<file path="src/rtl/rv32i_ctrl_pkg.sv">
// rv32i_ctrl_pkg: state, select, trap and opcode codes shared by the RV32I control sequencer and decoder
package rv32i_ctrl_pkg;
  typedef enum logic [2:0] {
    FETCH   = 3'd0,
    DECODE  = 3'd1,
    EXECUTE = 3'd2,
    MEM     = 3'd3,
    WB      = 3'd4,
    HALT    = 3'd5
  } state_t;
  localparam logic [1:0] PC_PLUS4  = 2'd0;
  localparam logic [1:0] PC_BRANCH = 2'd1;
  localparam logic [1:0] PC_JAL    = 2'd2;
  localparam logic [1:0] PC_JALR   = 2'd3;
  localparam logic [1:0] WB_ALU  = 2'd0;
  localparam logic [1:0] WB_LOAD = 2'd1;
  localparam logic [1:0] WB_PC4  = 2'd2;
  localparam logic [1:0] WB_UIMM = 2'd3;
  localparam logic [1:0] TRAP_NONE    = 2'd0;
  localparam logic [1:0] TRAP_SYSTEM  = 2'd1;
  localparam logic [1:0] TRAP_ILLEGAL = 2'd2;
  localparam logic [1:0] TRAP_BUS     = 2'd3;
  localparam logic [6:0] OP_LUI     = 7'b0110111;
  localparam logic [6:0] OP_AUIPC   = 7'b0010111;
  localparam logic [6:0] OP_JAL     = 7'b1101111;
  localparam logic [6:0] OP_JALR    = 7'b1100111;
  localparam logic [6:0] OP_BRANCH  = 7'b1100011;
  localparam logic [6:0] OP_LOAD    = 7'b0000011;
  localparam logic [6:0] OP_STORE   = 7'b0100011;
  localparam logic [6:0] OP_ALU_IMM = 7'b0010011;
  localparam logic [6:0] OP_ALU_REG = 7'b0110011;
  localparam logic [6:0] OP_SYSTEM  = 7'b1110011;
endpackage

</file>
<file path="src/rtl/rv32i_control_fsm_if.sv">
// rv32i_control_fsm_if: decoder flags, memory handshakes and datapath controls around the sequencer
interface rv32i_control_fsm_if;
  logic is_alu_reg, is_alu_imm, is_branch, is_jalr, is_jal;
  logic is_auipc, is_lui, is_load, is_store, is_system;
  logic branch_taken;
  logic imem_ready, dmem_ready;
  logic imem_req, dmem_req, dmem_we;
  logic ir_we, pc_we, rf_we;
  logic [1:0] pc_sel, wb_sel, trap_cause;
  logic halted;
  logic [2:0] state_o;
  modport master (
    input  is_alu_reg, is_alu_imm, is_branch, is_jalr, is_jal,
    input  is_auipc, is_lui, is_load, is_store, is_system,
    input  branch_taken, imem_ready, dmem_ready,
    output imem_req, dmem_req, dmem_we, ir_we, pc_we, rf_we,
    output pc_sel, wb_sel, trap_cause, halted, state_o
  );
  modport slave (
    output is_alu_reg, is_alu_imm, is_branch, is_jalr, is_jal,
    output is_auipc, is_lui, is_load, is_store, is_system,
    output branch_taken, imem_ready, dmem_ready,
    input  imem_req, dmem_req, dmem_we, ir_we, pc_we, rf_we,
    input  pc_sel, wb_sel, trap_cause, halted, state_o
  );
endinterface

</file>
<file path="src/rtl/rv32i_wait_timer.sv">
// rv32i_wait_timer: memory wait counter with clear, enable and terminal count at WAIT_MAX-1
module rv32i_wait_timer #(
  parameter int WAIT_MAX = 255,
  parameter int WAIT_W   = 8
) (
  input  logic clk,
  input  logic rst,
  input  logic clr,
  input  logic en,
  output logic tc
);
  logic [WAIT_W-1:0] cnt_q, cnt_d;
  always_comb begin
    cnt_d = clr ? '0 : en ? cnt_q + 1'b1 : cnt_q;
    tc = cnt_q == WAIT_W'(WAIT_MAX - 1);
  end
  always_ff @(posedge clk) begin
    if (rst) cnt_q <= '0;
    else cnt_q <= cnt_d;
  end
endmodule

</file>
<file path="src/rtl/rv32i_control_fsm.sv">
// rv32i_control_fsm: multi-cycle RV32I sequencer; perf counters under RV32I_CTRL_PERF_COUNTERS_EN
module rv32i_control_fsm
  import rv32i_ctrl_pkg::*;
#(
  parameter int WAIT_MAX = 255,
  parameter int WAIT_W   = 8
) (
  input  logic clk,
  input  logic reset,
  rv32i_control_fsm_if.master bus
`ifdef RV32I_CTRL_PERF_COUNTERS_EN
  ,
  output logic [31:0] cycle_count,
  output logic [31:0] instret_count
`endif
);
  state_t state_q, state_d;
  logic [1:0] trap_q, trap_d;
  logic wait_clr, wait_en, wait_tc;
  logic [9:0] flags;
  rv32i_wait_timer #(.WAIT_MAX(WAIT_MAX), .WAIT_W(WAIT_W)) u_timer (
    .clk(clk), .rst(reset), .clr(wait_clr), .en(wait_en), .tc(wait_tc)
  );
  always_comb begin
    flags = {bus.is_alu_reg, bus.is_alu_imm, bus.is_branch, bus.is_jalr, bus.is_jal,
             bus.is_auipc, bus.is_lui, bus.is_load, bus.is_store, bus.is_system};
    state_d = state_q;
    trap_d = trap_q;
    bus.imem_req = 1'b0;
    bus.dmem_req = 1'b0;
    bus.dmem_we = 1'b0;
    bus.ir_we = 1'b0;
    bus.pc_we = 1'b0;
    bus.rf_we = 1'b0;
    bus.pc_sel = PC_PLUS4;
    bus.wb_sel = WB_ALU;
    wait_en = 1'b0;
    case (state_q)
      FETCH: begin
        bus.imem_req = 1'b1;
        bus.ir_we = bus.imem_ready;
        wait_en = !bus.imem_ready;
        if (bus.imem_ready) state_d = DECODE;
        else if (wait_tc) begin
          state_d = HALT;
          trap_d = TRAP_BUS;
        end
      end
      DECODE: begin
        state_d = !$onehot(flags) || bus.is_system ? HALT : EXECUTE;
        trap_d = !$onehot(flags) ? TRAP_ILLEGAL : bus.is_system ? TRAP_SYSTEM : trap_q;
      end
      EXECUTE: begin
        bus.pc_we = bus.is_branch;
        bus.pc_sel = bus.is_branch && bus.branch_taken ? PC_BRANCH : PC_PLUS4;
        state_d = bus.is_branch ? FETCH : bus.is_load || bus.is_store ? MEM : WB;
      end
      MEM: begin
        bus.dmem_req = 1'b1;
        bus.dmem_we = bus.is_store;
        bus.pc_we = bus.dmem_ready && bus.is_store;
        wait_en = !bus.dmem_ready;
        if (bus.dmem_ready) state_d = bus.is_store ? FETCH : WB;
        else if (wait_tc) begin
          state_d = HALT;
          trap_d = TRAP_BUS;
        end
      end
      WB: begin
        bus.rf_we = 1'b1;
        bus.pc_we = 1'b1;
        bus.wb_sel = bus.is_alu_reg || bus.is_alu_imm ? WB_ALU :
                     bus.is_load ? WB_LOAD :
                     bus.is_jal || bus.is_jalr ? WB_PC4 : WB_UIMM;
        bus.pc_sel = bus.is_jal ? PC_JAL : bus.is_jalr ? PC_JALR : PC_PLUS4;
        state_d = FETCH;
      end
      default: ;
    endcase
    if (reset) begin
      bus.imem_req = 1'b0;
      bus.dmem_req = 1'b0;
      bus.dmem_we = 1'b0;
      bus.ir_we = 1'b0;
      bus.pc_we = 1'b0;
      bus.rf_we = 1'b0;
      bus.pc_sel = PC_PLUS4;
      bus.wb_sel = WB_ALU;
    end
    wait_clr = reset || state_d != state_q;
    bus.halted = state_q == HALT;
    bus.trap_cause = trap_q;
    bus.state_o = state_q;
  end
  always_ff @(posedge clk) begin
    if (reset) begin
      state_q <= FETCH;
      trap_q <= TRAP_NONE;
    end else begin
      state_q <= state_d;
      trap_q <= trap_d;
    end
  end
`ifdef RV32I_CTRL_PERF_COUNTERS_EN
  logic [31:0] cycle_q, cycle_d, instret_q, instret_d;
  always_comb begin
    cycle_d = cycle_q + 32'(state_q != HALT);
    instret_d = instret_q + 32'(bus.pc_we);
  end
  always_ff @(posedge clk) begin
    if (reset) begin
      cycle_q <= '0;
      instret_q <= '0;
    end else begin
      cycle_q <= cycle_d;
      instret_q <= instret_d;
    end
  end
  assign cycle_count = cycle_q;
  assign instret_count = instret_q;
`endif
endmodule

</file>
<file path="src/flat_wrapper.sv">
// flat-port wrapper written by rule: the top's interface ports become plain ports
module rv32i_control_fsm_flat import rv32i_ctrl_pkg::*;
#(
  parameter int WAIT_MAX = 255,
  parameter int WAIT_W   = 8
)
  (clk, reset, bus_is_alu_reg, bus_is_alu_imm, bus_is_branch, bus_is_jalr, bus_is_jal, bus_is_auipc, bus_is_lui, bus_is_load, bus_is_store, bus_is_system, bus_branch_taken, bus_imem_ready, bus_dmem_ready, bus_imem_req, bus_dmem_req, bus_dmem_we, bus_ir_we, bus_pc_we, bus_rf_we, bus_pc_sel, bus_wb_sel, bus_trap_cause, bus_halted, bus_state_o);
  rv32i_control_fsm_if bus_i ();
  input  logic clk;
  input  logic reset;
  input wire logic [$bits(bus_i.is_alu_reg)-1:0] bus_is_alu_reg;
  input wire logic [$bits(bus_i.is_alu_imm)-1:0] bus_is_alu_imm;
  input wire logic [$bits(bus_i.is_branch)-1:0] bus_is_branch;
  input wire logic [$bits(bus_i.is_jalr)-1:0] bus_is_jalr;
  input wire logic [$bits(bus_i.is_jal)-1:0] bus_is_jal;
  input wire logic [$bits(bus_i.is_auipc)-1:0] bus_is_auipc;
  input wire logic [$bits(bus_i.is_lui)-1:0] bus_is_lui;
  input wire logic [$bits(bus_i.is_load)-1:0] bus_is_load;
  input wire logic [$bits(bus_i.is_store)-1:0] bus_is_store;
  input wire logic [$bits(bus_i.is_system)-1:0] bus_is_system;
  input wire logic [$bits(bus_i.branch_taken)-1:0] bus_branch_taken;
  input wire logic [$bits(bus_i.imem_ready)-1:0] bus_imem_ready;
  input wire logic [$bits(bus_i.dmem_ready)-1:0] bus_dmem_ready;
  output wire logic [$bits(bus_i.imem_req)-1:0] bus_imem_req;
  output wire logic [$bits(bus_i.dmem_req)-1:0] bus_dmem_req;
  output wire logic [$bits(bus_i.dmem_we)-1:0] bus_dmem_we;
  output wire logic [$bits(bus_i.ir_we)-1:0] bus_ir_we;
  output wire logic [$bits(bus_i.pc_we)-1:0] bus_pc_we;
  output wire logic [$bits(bus_i.rf_we)-1:0] bus_rf_we;
  output wire logic [$bits(bus_i.pc_sel)-1:0] bus_pc_sel;
  output wire logic [$bits(bus_i.wb_sel)-1:0] bus_wb_sel;
  output wire logic [$bits(bus_i.trap_cause)-1:0] bus_trap_cause;
  output wire logic [$bits(bus_i.halted)-1:0] bus_halted;
  output wire logic [$bits(bus_i.state_o)-1:0] bus_state_o;
  assign bus_i.is_alu_reg = bus_is_alu_reg;
  assign bus_i.is_alu_imm = bus_is_alu_imm;
  assign bus_i.is_branch = bus_is_branch;
  assign bus_i.is_jalr = bus_is_jalr;
  assign bus_i.is_jal = bus_is_jal;
  assign bus_i.is_auipc = bus_is_auipc;
  assign bus_i.is_lui = bus_is_lui;
  assign bus_i.is_load = bus_is_load;
  assign bus_i.is_store = bus_is_store;
  assign bus_i.is_system = bus_is_system;
  assign bus_i.branch_taken = bus_branch_taken;
  assign bus_i.imem_ready = bus_imem_ready;
  assign bus_i.dmem_ready = bus_dmem_ready;
  assign bus_imem_req = bus_i.imem_req;
  assign bus_dmem_req = bus_i.dmem_req;
  assign bus_dmem_we = bus_i.dmem_we;
  assign bus_ir_we = bus_i.ir_we;
  assign bus_pc_we = bus_i.pc_we;
  assign bus_rf_we = bus_i.rf_we;
  assign bus_pc_sel = bus_i.pc_sel;
  assign bus_wb_sel = bus_i.wb_sel;
  assign bus_trap_cause = bus_i.trap_cause;
  assign bus_halted = bus_i.halted;
  assign bus_state_o = bus_i.state_o;
  rv32i_control_fsm #(.WAIT_MAX(WAIT_MAX), .WAIT_W(WAIT_W)) u_core (.clk(clk), .reset(reset), .bus(bus_i));
endmodule
</file>
<file path="config.mk">
export PLATFORM = sky130hd
export DESIGN_NAME = rv32i_control_fsm_flat
export DESIGN_NICKNAME = d
export VERILOG_FILES = /design/src/rtl/rv32i_ctrl_pkg.sv /design/src/rtl/rv32i_control_fsm_if.sv /design/src/rtl/rv32i_wait_timer.sv /design/src/rtl/rv32i_control_fsm.sv /design/src/flat_wrapper.sv
export SDC_FILE = /design/constraint.sdc
export NUM_CORES = 1
export LEC_CHECK = 0
export CAP_MARGIN = 20
export CORE_MARGIN = 10
export CORE_UTILIZATION = 27
export DETAILED_ROUTE_END_ITERATION = 10
export DONT_BUFFER_PORTS = 1
export SLEW_MARGIN = 5
export SYNTH_ARGS = -nofsm -noshare
export SYNTH_HDL_FRONTEND = slang
export SYNTH_SLANG_ARGS = --single-unit
</file>
<file path="constraint.sdc">
create_clock -name clk -period 4.6 [get_ports clk]
set_input_delay 0.92 -clock clk [delete_from_list [all_inputs] [get_ports clk]]
set_output_delay 0.92 -clock clk [all_outputs]
set_load 0.005 [all_outputs]
</file>
Yosys cells after proc, flatten, opt, wreduce, memory -nomap -nowiden --
Index checks and enable logic that the tools add are counted.
Word-level totals: flip-flop bits (word level) 13, output and inout port bits 16
Operators by class: multiplexer cells 37, reduce and logical (&&, ||, !) cells 14, equality and inequality tests 11, $add $sub $neg 10
Operator list (number):
- $mux W2 | 12
- $mux W3 | 7
- $add A4 B4 Y4 | 4
- $pmux W3 S5 | 1
- $mux W1 | 13
- $add A1 B1 Y2 | 5
- $add A8 B1 Y8 const B | 1
- $eq A8 B8 Y1 const B | 1
- $eq A3 B2 Y1 const B | 2
- $eq A3 B3 Y1 const B | 2
- $pmux W2 S3 | 1
- $logic_or A1 B1 Y1 | 5
- $eq A4 B1 Y1 const B | 1
- $ne A2 B2 Y1 const B | 2
- $pmux W2 S2 | 1
- $reduce_and A4 Y1 | 1
- $eq A3 B1 Y1 const B | 1
- $logic_not A1 Y1 | 3
- $logic_not A3 Y1 | 1
- $ne A3 B3 Y1 | 1
- $ne A3 B3 Y1 const B | 1
- $pmux W1 S3 | 1
- $reduce_bool A3 Y1 | 1
- $logic_and A1 B1 Y1 | 2
- 2 further kinds | 2

Longest topological paths before layout --
Gate-level depths: netlist of the first run.
depth after elaboration 12, depth in mapped cells 14

Cells and area by module --
A second synthesis of the first run with hierarchy kept.
Unflattened totals: cells, all modules 138, area total of the unflattened synthesis 1109.8 µm²
Modules (own cells, without submodules):
- rv32i_control_fsm | area an instance 742.0 µm², cells each 96, instances 1
- rv32i_wait_timer | area an instance 367.9 µm², cells each 42, instances 1

Worst setup path before layout of the first run --
OpenSTA, ideal clock, no wires.
path kind input to register, start point input port bus_is_alu_imm, end point register u_core.trap_q[1], in the netlist u_core.bus.trap_cause[1], data required time 4.484 ns, arrival time 3.784 ns, cell stages on the path 14, buffers on the path 0, setup time 0.116 ns, path slack 0.700 ns, cell sequence inv_1 ha_1 inv_1 fa_1 fa_1 inv_1 fa_1 inv_1 fa_1 nor3b_1 a22o_1 nand4b_1 o211a_1 a31o_2
Between the ends: longest elaborated chain between the ends 5, elaborated cells between the ends (all ways) 7, those cells by class add/sub (2); eq/ne (2); mux (2); reduce/logical (1)
RTL lines:
- start, declared | RTL line flat_wrapper.sv:12 | input wire logic [$bits(bus_i.is_alu_imm)-1:0] bus_is_alu_imm;
- $add A1 B1 Y2 (not written as such) (*) | RTL line rv32i_control_fsm.sv:51 | trap_d = !$onehot(flags) ? TRAP_ILLEGAL : bus.is_system ? TRAP_SYSTEM : trap_q;
- $add A4 B4 Y4 (not written as such) (*) | RTL line rv32i_control_fsm.sv:51
- $eq A4 B1 Y1 (*) | RTL line rv32i_control_fsm.sv:51
- $ne A3 B3 Y1 (no line) / $mux W2 (equally long branches)
- $reduce_and A4 Y1 (no line) / $pmux W2 S3 (equally long branches)
- end signal, assigned | RTL line rv32i_control_fsm.sv:101 | trap_q <= trap_d;
- end, declared | RTL line rv32i_control_fsm.sv:18 | logic [1:0] trap_q, trap_d;
Mark *: on every way between the ends. The rest lies on a longest branch, timed or not. A chain may end at the register's enable or synchronous reset.

Final worst setup path of the first run --
Ends and elaborated chain as after synthesis.

==> out/summary.txt, run 1 <==
Pre-Repair DR Iteration Count - 4
Final critical-path required period - 3.82 ns
# IOs - 31
Slew Viols, Final - 0
Detailed placement HPWL - 2530 µm
WS Path Type - in -> reg
NetSw - 211 µW
Worst setup path endpoint - u_core.bus.trap_cause[1]
Max FO, Critical Path - 3
FFs w/ async S/R, synth - 0%
Initial core utilization - 27.8%
Largest net degree at the start of global routing - 26
Relative slew slack - 37.0%
Synth Warn # - 0
Primary FF master, synth - dfxtp_1
Critical path startpoint - bus_is_alu_imm
Clock power share - 19.5%
Switching part of the total - 41.7%
Fin. Hold Viols - 0
DIE HEIGHT - 89.5 µm
Die area - 8010 µm²
FP Rows - 25
Final setup viols - 0
EDFF count, synth - 0
Syn_nets - 187
Congestion Overflow GR - 0
IO Port Bufs - 0
CTS Hold Bufs - 0
Status - finished, final reports clean
Area growth syn-to-layout - 6.42%
Width of the die - 89.5 µm
Power Internal - 295 µW
Post-CTS Setup Inserts - 0
Vias - 1061
Clock latency on the worst-skew pair - 0.24 ns
Max Fclk - 262 MHz
DRC - 0
Worst Hold Depth - 2
CTS Buf Count - 3
FF-to-FF path depth - 5
Setup slack, reg-to-reg - 2.41 ns
Least-Margin Pin Slew - 0.943 ns
Post-synth top area share - 19.9%
Vias/cell - 5.08
Post-synthesis sequential area ratio - 19.9%
Distinct cells, synth - 48
Startpoint Class - input pin
CORE AREA - 4690 µm²
Clk slew on worst S/H paths - 0.05 ns
Crit. End Element - flop
Total GRT Usage - 8.37%
Critical Path AT - 3.95 ns
Worst vdd ir - 0.138 mV
Flops & latches, synth - 13
Most frequent cell after synthesis - nor2_1
Initial antenna violation count - 0
Logic pwr share - 46.3%
Unrepaired setup endpoints after global routing - no
Biggest area consumer among synthesized cells - dfxtp_1
Setup TNS - 0 ns
Sequential Power Share - 34.3%
Fillers - 505
Nets@finish - 187
DRT iter0 DRCs - 79
Reg2reg end - u_core.u_timer.cnt_q[1]
Layout cells sized above 1 - 8.39%
CTS tree - yes
Worst Path Required - 4.73 ns
Sink Count - 13
Vias in the first global route - 1047
Resize count post-CTS - 0
Longest Clk Path Bufs - 2
Clock root buffer - clkbuf_8
Syn Std Cell Area - 1310 µm²
Worst r2r src - u_core.bus.state_o[0]
WL final - 3170 µm
Power Density - 365 nW/µm²
Hold WS - 0.509 ns
First-pass GRT wire length - 5320 µm
Hold Crit Class - reg -> reg
Diode count - 0
Post-synth top cells - nor2_1, inv_1, dfxtp_1
Leakage - 0.572 nW
Remaining antenna violation count - 0
H-tree depth - 1
Final worst-path cycle share - 83.1%
Cells after synthesis - 156
DR WL/cell - 15.2 µm
Post-Syn Area per Cell - 8.37 µm²
Clock Skew - 0.00188 ns
Area contributors post-synth - dfxtp_1, ha_1, fa_1
Max_cap viols - 0
Final GP Congestion - 0.798
area by class of cell:
| type | count | area, µm² | area share, % |
|---|---|---|---|
| inverters | 20 | 75.1 | 5.41 |
| well taps | 54 | 67.6 | 4.86 |
| flip-flops and latches | 13 | 260 | 18.7 |
| multi-input cells | 118 | 941 | 67.7 |
| clock buffers | 4 | 45.0 | 3.24 |
sequential cells by signal, indices dropped and copies added, names as in the netlist:
signal / cells
u_core.bus.trap_cause: 2
u_core.u_timer.cnt_q: 8
u_core.bus.state_o: 3
cell usage in the layout, fill, tap and decap left out, drive strengths merged, types with 2 or more instances in the layout:
cell,Yosys,routed
xnor2,2,2
a31oi,3,3
ha,10,10
dfxtp,13,13
nor2b,3,3
xor2,6,6
fa,6,6
nor3,2,2
and3,4,4
inv,20,20
clkbuf,1,4
nand4b,2,2
o211a,3,3
nor2,22,22
a211oi,2,2
or2,2,2
or3,2,2
nand2,8,8
o21ai,4,4
nor4,3,3
nand3,4,4
and2,3,3
a21oi,4,4
nand3b,2,2
nand4,5,5
metrics by stage:
| step | instance area [µm²] | worst slack, ns | util (%) | total power [mW] | cells |
|---|---|---|---|---|---|
| after CTS | 1390 | 0.782 | 29.6 | 0.512 | 209 |
| after floorplan | 1310 | 0.700 | - | 0.368 | 156 |
| after global routing | 1390 | 0.613 | 29.6 | 0.553 | 209 |
| final | 1390 | 0.778 | 29.6 | 0.507 | 209 |
| after detailed placement | 1340 | 0.530 | 28.6 | 0.408 | 205 |
| after global placement | 1340 | 0.592 | 28.6 | 0.409 | 205 |
power groups by stage:
stage | Clock (mW) | Sequential, mW | Combinational, mW
detailed placement | 0 | 0.175 | 0.233
CTS | 0.102 | 0.174 | 0.236
global placement | 0 | 0.176 | 0.233
floorplan | 0 | 0.145 | 0.223
global route | 0.107 | 0.178 | 0.267
finish | 0.0986 | 0.174 | 0.234
worst max-delay path: stages:
cell	delay [ns]
inv_1	0.02
ha_1	0.27
inv_1	0.05
fa_1	0.56
fa_1	0.42
inv_1	0.08
fa_1	0.19
inv_1	0.05
fa_1	0.38
nor3b_1	0.19
a22o_1	0.21
nand4b_1	0.16
o211a_1	0.25
a31o_2	0.20
worst min-delay path by stage:
stage / slack [ns] / start / end
after floorplan: 0.48 / u_core.u_timer.cnt_q[7] / u_core.u_timer.cnt_q[7]
after global routing: 0.53 / u_core.u_timer.cnt_q[5] / u_core.u_timer.cnt_q[5]
after detailed placement: 0.50 / u_core.u_timer.cnt_q[5] / u_core.u_timer.cnt_q[5]
after CTS: 0.52 / u_core.u_timer.cnt_q[5] / u_core.u_timer.cnt_q[5]
after global placement: 0.50 / u_core.u_timer.cnt_q[5] / u_core.u_timer.cnt_q[5]
final: 0.51 / u_core.u_timer.cnt_q[5] / u_core.u_timer.cnt_q[5]
metal layers:
layer / GRT usage (%) / part of all wire [%]
met2: 13.9 / 49
met5: 0 / 0
met1: 10.3 / 44
met4: 2.60 / 1.8
met3: 2.10 / 4.9
logic make-up after synthesis:
kind of cell	after synthesis	share of synthesized area, %
AO/OA/AOI/OAI	27	19.1
XOR/XNOR	8	5.37
multiplexers	1	0.767
flip-flops	13	19.9
AND/OR/NAND/NOR	66	28.1
buffers and inverters	25	7.96
adder cells (fa/ha/maj)	16	18.8
No activity file was read; power rests on OpenSTA's default activity.
==> run 2, diff against run 1 <==
==> constraint.sdc (replaced) <==
create_clock -name clk -period 3.6 [get_ports clk]
set_input_delay 0.72 -clock clk [delete_from_list [all_inputs] [get_ports clk]]
set_output_delay 0.72 -clock clk [all_outputs]
set_load 0.005 [all_outputs]
==> run 2 against run 1 <==
- register-to-register slack lost 0.95 ns
- worst hold slack gained 0.012 ns
- critical path depth shrank 1
- power grew 32%
- worst setup slack lost 0.58 ns
- cell count grew 0.96%
- design area grew 2.7%
- first-iteration DRC count shrank 42%
- critical endpoint unchanged
- largest power group unchanged
==> out/summary.txt, run 2 (same netlist as run 1, synthesis figures left out) <==
Relative slew slack - 39.5% (+2.5 points)
DRT iter0 DRCs - 46 (-42%)
NetSw - 272 µW (+29%)
# IOs - 31 (unchanged)
Slew Viols, Final - 0 (unchanged)
Max reg flops - 8 (unchanged)
Unrepaired setup endpoints after global routing - no
Leakage - 0.580 nW (+1.3%)
Logic pwr share - 47.8% (+1.5 points)
Pre-Repair DR Iteration Count - 4 (unchanged)
First-pass GRT wire length - 5240 µm (-1.5%)
Crit. End Element - flop
Max FO, Critical Path - 3 (unchanged)
Startpoint Class - input pin
Clock latency on the worst-skew pair - 0.24 ns (about the same)
Longest Clk Path Bufs - 2 (unchanged)
Die area - 8010 µm² (unchanged)
Initial core utilization - 27.8% (unchanged)
IO Port Bufs - 0 (unchanged)
Status - finished, final reports clean
FP Rows - 25 (unchanged)
Clk slew on worst S/H paths - 0.05 ns (about the same)
Diode count - 0 (unchanged)
Largest net degree at the start of global routing - 26 (unchanged)
Final critical-path required period - 3.41 ns
Width of the die - 89.5 µm (unchanged)
CTS Buf Count - 3 (unchanged)
Remaining antenna violation count - 0 (unchanged)
CTS tree - yes
Vias/cell - 5.16 (+1.7%)
Final worst-path cycle share - 94.6%
Sink Count - 13 (unchanged)
Pre-CTS setup slack - -0.0654 ns (-0.595 ns)
CP cell instances - ha_4 -> inv_2 -> fa_1 -> fa_1 -> inv_1 -> fa_2 -> inv_2 -> fa_2 -> nor3b_2 -> a22o_1 -> nand4b_1 -> o211a_1 -> a31o_2
Area growth syn-to-layout - 9.30%
Clock power share - 19.0% (-0.5 points)
Total GRT Usage - 8.20% (-0.17 points)
Resize count post-CTS - 0 (unchanged)
Setup slack, reg-to-reg - 1.46 ns (-0.95 ns)
Hold Crit Class - reg -> reg
Critical Path AT - 3.54 ns (-0.41 ns)
WS Path Type - in -> reg
Final setup viols - 0 (unchanged)
Vias - 1089 (+2.6%)
Congestion Overflow GR - 0 (unchanged)
Slowest stage cell, crit path - fa_1
Post-DP Area - 1380 µm² (+2.8%)
Max Fclk - 294 MHz
Layout cells sized above 1 - 13.4% (+5.0 points)
Most common cell after layout, fill and taps aside - nor2_1
Fin. Hold Viols - 0 (unchanged)
Vias in the first global route - 1106 (+5.6%)
DR WL/cell - 14.5 µm (-4.1%)
Worst vdd ir - 0.178 mV (+28%)
DRC - 0 (unchanged)
Max incr delay on CP - 0.55 ns (about the same)
Hold WS - 0.521 ns (+0.0125 ns)
Post-CTS Setup Inserts - 0 (unchanged)
Power Internal - 395 µW (+34%)
Switching part of the total - 40.8% (-0.88 points)
Most frequent cells in the layout - nor2_1, inv_1, dfxtp_1
Sequential Power Share - 33.2% (-1.1 points)
Most flops, register - u_core.u_timer.cnt_q
Worst Path Required - 3.73 ns (-1.00 ns)
Buf/Inv on CP - 3 (-1)
Clock Skew - 0.00261 ns (+0.000731 ns)
Worst Setup Slack, final - 0.194 ns (-0.584 ns)
Nets@finish - 189 (+1.1%)
Least-Margin Pin Slew - 0.906 ns (-0.0370 ns)
Initial antenna violation count - 0 (unchanged)
DIE HEIGHT - 89.5 µm (unchanged)
CORE AREA - 4690 µm² (unchanged)
Finished Layout Cells - 211 (+0.96%)
WL final - 3070 µm (-3.2%)
Fin area - 1430 µm² (+2.7%)
Dpl cells - 207 (+0.98%)
Top Family by Delay on Critical Path - adder cells
Final GP Congestion - 0.725 (-9.2%)
CTS Hold Bufs - 0 (unchanged)
H-tree depth - 1 (unchanged)
Detailed placement HPWL - 2480 µm (-1.9%)
Max_cap viols - 0 (unchanged)
Clock root buffer - clkbuf_8
Power Density - 467 nW/µm² (+28%)
Finished Core Util - 30.4% (+0.80 points)
-- run 2: path summary, 6_finish.rpt --
path | to | startpoint | depth (start not counted)
worst max-delay path | u_core.bus.trap_cause[1] | bus_is_jal | 13
worst min-delay path | u_core.u_timer.cnt_q[7] | u_core.u_timer.cnt_q[7] | 2
worst min register to register | u_core.u_timer.cnt_q[7] | u_core.u_timer.cnt_q[7] | 2
worst max register to register | u_core.u_timer.cnt_q[1] | u_core.bus.state_o[0] | 5
-- run 2: area by class of cell --
class                           count  area [µm²]
Sequential cell                    13         260
Timing Repair Buffer                2        15.0
Tap cell                           54        67.6
Inverter                           20        75.1
Clock buffer                        4        45.0
Multi-Input combinational cell    118         963
Fill cell                         520        3270
-- run 2: through the flow --
step	power, mW	setup TNS, ns
5_1_grt	0.728	0
4_1_cts	0.676	0
2_1_floorplan	0.478	0
6_report	0.667	0
3_5_place_dp	0.544	-0.130
3_3_place_gp	0.542	-0.0838
-- run 2: routing by layer --
metal | GRT usage (%) | part of all wire [%]
met5 | 0 | 0
met4 | 0.867 | 0
met3 | 3.28 | 6.6
met2 | 14.2 | 49
met1 | 9.56 | 44
-- run 2: power by group through the flow --
stage	Combinational [mW]	Sequential, mW	Clock (mW)
final	0.319	0.221	0.127
after detailed placement	0.320	0.224	0
after global routing	0.362	0.228	0.138
after floorplan	0.293	0.185	0
after CTS	0.322	0.222	0.131
after global placement	0.317	0.224	0
-- run 2: worst register-to-register path: cells and delay by family, from the launching register on --
kind | cells | cell delay, ns
simple gates | 2 | 0.48
flops | 1 | 0.91
compound gates | 3 | 0.68
==> run 3, diff against run 2 <==
--- a/config.mk
+++ b/config.mk
@@ -8,6 +8,7 @@
 export CAP_MARGIN = 20
 export CORE_MARGIN = 10
 export CORE_UTILIZATION = 27
+export CTS_CLUSTER_SIZE = 16
 export DETAILED_ROUTE_END_ITERATION = 10
 export DONT_BUFFER_PORTS = 1
 export SLEW_MARGIN = 5
==> results of run 3 <==
No change in the layout: final DEF, timing and power equal those of run 2.
